--- src/rtl/pair_stream_arbiter.sv ---
// Round-robin arbiter that shares one pair detector between two frame requesters:
// serialises a guarded frame onto the detector stream and returns the per-frame pair count.
module pair_stream_arbiter #(
    parameter int W  = 16,
    parameter int LW = $clog2(W + 1)
) (
    input  logic          sys_clk,
    input  logic          sys_rst_n,
    input  logic [1:0]    req,
    input  logic [W-1:0]  data0,
    input  logic [LW-1:0] len0,
    input  logic [W-1:0]  data1,
    input  logic [LW-1:0] len1,
    output logic [1:0]    gnt,
    output logic          stream,
    input  logic          det_out,
    output logic          busy,
    output logic          done,
    output logic          done_id,
    output logic [LW-1:0] hits
);
    typedef enum logic [2:0] {IDLE, GUARD0, GUARD1, SEND, DRAIN, DONE} state_t;

    state_t        state, state_nxt;
    logic [W-1:0]  sh;
    logic [LW-1:0] cnt, acc, acc_nxt, len_sel, len_c;
    logic          last, cur_id, drain2, send_d1, send_d2;
    logic          take, take_id;

    // Grant only while out of reset so a held req cannot leak a gnt during reset.
    always_comb begin
        take    = 1'b0;
        take_id = 1'b0;
        if (state == IDLE && sys_rst_n) begin
            case (req)
                2'b01:   begin take = 1'b1; take_id = 1'b0;  end
                2'b10:   begin take = 1'b1; take_id = 1'b1;  end
                2'b11:   begin take = 1'b1; take_id = ~last; end
                default: ;
            endcase
        end
        len_sel = take_id ? len1 : len0;
        len_c   = (len_sel > LW'(W)) ? LW'(W) : len_sel;
        acc_nxt = take ? '0 : acc + LW'(send_d2 & det_out);
    end

    always_ff @(posedge sys_clk or negedge sys_rst_n) begin
        if (!sys_rst_n) state <= IDLE;
        else            state <= state_nxt;
    end

    always_comb begin
        state_nxt = state;
        case (state)
            IDLE:    if (take) state_nxt = (len_c == '0) ? DONE : GUARD0;
            GUARD0:  state_nxt = GUARD1;
            GUARD1:  state_nxt = SEND;
            SEND:    if (cnt <= LW'(1)) state_nxt = DRAIN;
            DRAIN:   if (drain2) state_nxt = DONE;
            DONE:    state_nxt = IDLE;
            default: state_nxt = IDLE;
        endcase
    end

    always_comb begin
        gnt     = take ? (take_id ? 2'b10 : 2'b01) : 2'b00;
        busy    = take || (state != IDLE);
        done    = (state == DONE);
        done_id = cur_id;
    end

    // Stream is registered one cycle ahead of the state that owns each bit;
    // the count window trails SEND by the detector's two-cycle latency.
    always_ff @(posedge sys_clk or negedge sys_rst_n) begin
        if (!sys_rst_n) begin
            sh      <= '0;
            cnt     <= '0;
            acc     <= '0;
            hits    <= '0;
            last    <= 1'b1;
            cur_id  <= 1'b0;
            drain2  <= 1'b0;
            send_d1 <= 1'b0;
            send_d2 <= 1'b0;
            stream  <= 1'b0;
        end else begin
            send_d1 <= (state == SEND);
            send_d2 <= send_d1;
            drain2  <= (state == DRAIN) && !drain2;
            acc     <= acc_nxt;
            stream  <= 1'b0;
            case (state)
                IDLE: if (take) begin
                    sh     <= take_id ? data1 : data0;
                    cnt    <= len_c;
                    last   <= take_id;
                    cur_id <= take_id;
                    if (len_c != '0) stream <= take_id ? data1[0] : data0[0];
                end
                GUARD0: stream <= ~sh[0];
                GUARD1: begin
                    stream <= sh[0];
                    sh     <= sh >> 1;
                end
                SEND: begin
                    if (cnt > LW'(1)) stream <= sh[0];
                    sh  <= sh >> 1;
                    cnt <= cnt - LW'(1);
                end
                default: ;
            endcase
            if (state_nxt == DONE && state != DONE) hits <= acc_nxt;
        end
    end
endmodule

--- config.mk ---
export PLATFORM = sky130hd
export DESIGN_NAME = pair_stream_arbiter
export DESIGN_NICKNAME = d
export VERILOG_FILES = /design/src/rtl/pair_stream_arbiter.sv
export SDC_FILE = /design/constraint.sdc
export NUM_CORES = 1
export LEC_CHECK = 0
export CAP_MARGIN = 20
export CORE_MARGIN = 2
export CORE_UTILIZATION = 43
export DETAILED_ROUTE_END_ITERATION = 16
export PLACE_DENSITY = 0.81
export SETUP_SLACK_MARGIN = 0.2
export SKIP_CTS_REPAIR_TIMING = 1
export SKIP_LAST_GASP = 1
export SYNTH_ARGS = -nofsm -noshare
export SYNTH_HDL_FRONTEND = slang
export SYNTH_SLANG_ARGS = --single-unit
--- constraint.sdc ---
create_clock -name sys_clk -period 2.28 [get_ports sys_clk]
set_clock_uncertainty 0.15 [all_clocks]
set_input_delay 0.57 -clock sys_clk [delete_from_list [all_inputs] [get_ports sys_clk]]
set_output_delay 0.57 -clock sys_clk [all_outputs]
set_load 0.1 [all_outputs]
==> reports/results.ini <==
[placed_design]
place_inst=351
port_buffers=57
place_congestion=0.8661
hpwl_um=3657

[synth]
synth.area.top_cells=dfrtp_1 46%, mux2i_1 7.5%, nand3_1 4.9%
mappedNetlistNets=269
synth_top_area_share_pct=45.88
synth_edf_count=0
yosysWarnings=0
synth_ff_type=dfrtp_1
synthCells=218
synth_top_cell_by_area=dfrtp_1
synth_area_per_cell_um2=9.757
synth_top_family_by_area=simple AND/OR/NAND/NOR gates
synth-simple-area-share_pct=20.24
synthMuxAreaShare_pct=9.647
synthXorXnorAreaFrac_pct=1.235
synthAdderAreaFrac_pct=2.353
synthArstFlopShare_pct=100.0
synth-compound-area-share_pct=15.35
synth_cell_types=48
ys_ff_latch=40
seq_area_frac_synth_pct=47.12
synth_area_mm2=0.002127

[worst_setup_path]
cp.required_ns=1.56
rr_endpoint=hits[2]$_DFFE_PN0P_
critical_path_class=input pin to output pin
ff2ff_path_depth=6
r2r-start=state[1]$_DFF_PN0_
reg2reg_setup_slack_ns=-0.14
cp-start-kind=input pin
cp_data_arrival_time_ns=1.76
worstPathMaxFanout=3
worstSetupEndpointType=output pin

[floorplanning]
coreArea_mm2=0.004755
ioPinCount=58
die-area_mm2=0.005525
dieWidth_um=74.33
rows=25
fp.dieH_um=74.33
start_util_pct=44.74

[global_route]
antenna_found_initial=0
grt.total_usage_pct=19.37
gr-total-overflow=0
grt_start_max_net_pins=41
first_global_vias=1788
grt_pass1_wl_um=8204

[clock_tree]
htree_num_levels=2
cts_sinks=40
root_buffer=clkbuf_8
cts_buffers=5
clk_path_buf_depth=2
cts_tree=done
clk_pin_slew_ns=0.07
clock_latency_ns=0.29

[routing]
initialDrtViolationCount=141
drt_wl_total_um=5370
wl_per_cell_um=14.79
dr.pass1.iters=4
via_per_inst=5.317
antenna_left=0
drc_errors=0
num_vias=1930

[layout]
antenna_cells=0
fillers=369
final_cells=363
syn_to_final_growth_pct=49.35
nets=347
mostFrequentLayoutCells=41 x clkdlybuf4s50_1, 39 x dfrtp_1, 29 x buf_4
layout-drive-gt1-share_pct=23.65
layout_commonest_cell=clkdlybuf4s50_1

[sta]
slew_viol_final=0
min_period_ns=2.475
fin_crit_sh_pct=108.6
fmax_mhz=404.0
rsz0062_at_grt=true
slew_headroom_pct=66.24
setup_viol=8
final-hold-violation-count=0
fin_ws_ns=-0.1953
worst_pin_slew_ns=0.5063
holdWs_ns=0.2052

[outcome]
violations=negative setup slack
status=finished, violations left

[run]
cap_violations=0

[min_path]
hold_start=send_d1$_DFF_PN0_
whs_path_depth=0
whs_endpoint=send_d2$_DFF_PN0_
hp-class=register to register

[power_and_ir_drop]
p_per_area_mw_per_mm2=1001
vdd_drop_max_v=0.0006472
power.leakage_nw=1.486

## critical path, cell delays in order
cell and delay [ns]:
clkdlybuf4s50_1 0.46, buf_4 0.17, o21ai_4 0.16, nand3b_1 0.18
buf_12 0.21
## cells in the mapped netlist, drive strengths merged, types with 3 or more instances
library cell	n
nand3b	3
ha	4
clkbuf	9
o21ai	9
nand2	24
nor4	3
dfrtp	39
mux2i	16
nor2	18
nand3	21
and2	3
o21a	3
o211ai	14
buf	4
mux2	4
inv	7
## worst max path at each step
stage                       start             endpoint  cells past startpoint
2_1_floorplan  state[0]$_DFF_PN0_                 busy                      6
3_3_place_gp              len1[0]  hits[1]$_DFFE_PN0P_                      6
3_5_place_dp              len1[0]  hits[4]$_DFFE_PN0P_                      7
4_1_cts        state[0]$_DFF_PN0_               gnt[0]                      5
5_1_grt        state[2]$_DFF_PN0_               gnt[0]                      5
6_report                   req[0]                 busy                      5
## cell families (layout without fill, tap and decap cells)
group	after synthesis	after routing
and+or+nand+nor	86	86
AOI/OAI and AO/OA	45	45
DFF	40	40
muxes	20	20
buffers and inverters	20	98
adders and majority gates	4	4
xor gates and xnor gates	3	3
## sequential cells by signal, summed over array words and instances (netlist names)
| name | count |
|---|---|
| sh | 16 |
| acc | 5 |
| cnt | 5 |
| hits | 5 |
| state | 3 |
| done_id | 1 |
| drain2 | 1 |
| last | 1 |
| send_d1 | 1 |
| send_d2 | 1 |
| stream | 1 |
## where the power goes
group	switching, W	leakage, nW	internal, W	total [W]
Combinational	0.000977	0.930	0.000633	0.00161
Clock	0.000229	0.0410	0.000208	0.000436
Sequential	0.000163	0.515	0.000969	0.00113
Total	0.00137	1.49	0.00181	0.00318
## final cells by class
class | count | area, µm² | area share [%]
clock inverters | 1 | 5.005 | 0.1575
clock buffers | 6 | 72.57 | 2.284
well taps | 67 | 83.83 | 2.639
multi-input cells | 158 | 1164 | 36.63
inverters | 7 | 30.03 | 0.9453
flip-flops and latches | 40 | 1002 | 31.55
repair buffers | 84 | 819.5 | 25.80
## stage by stage
stage	instance area (µm²)	util, %	worst slack, ns	TNS (ns)	power [W]
final	3177	66.82	-0.1953	-1.033	0.003179
after global routing	3177	66.82	-0.2630	-1.563	0.003396
after CTS	3003	63.16	-0.2584	-1.838	0.003076
after detailed placement	2925	61.53	-0.5450	-4.026	0.002632
after global placement	2925	61.53	-0.5013	-3.569	0.002586
after floorplan	2182	-	-0.4802	-1.153	0.002205
## routing by layer
layer	track usage, %	vias to the layer above	wire (µm)
met4	5.159	0	68
met1	26.80	934	2368
met5	0	-	0
met3	5.285	7	270
li1	-	934	-
met2	30.36	55	2662
Power figures use the tool's default switching activity.
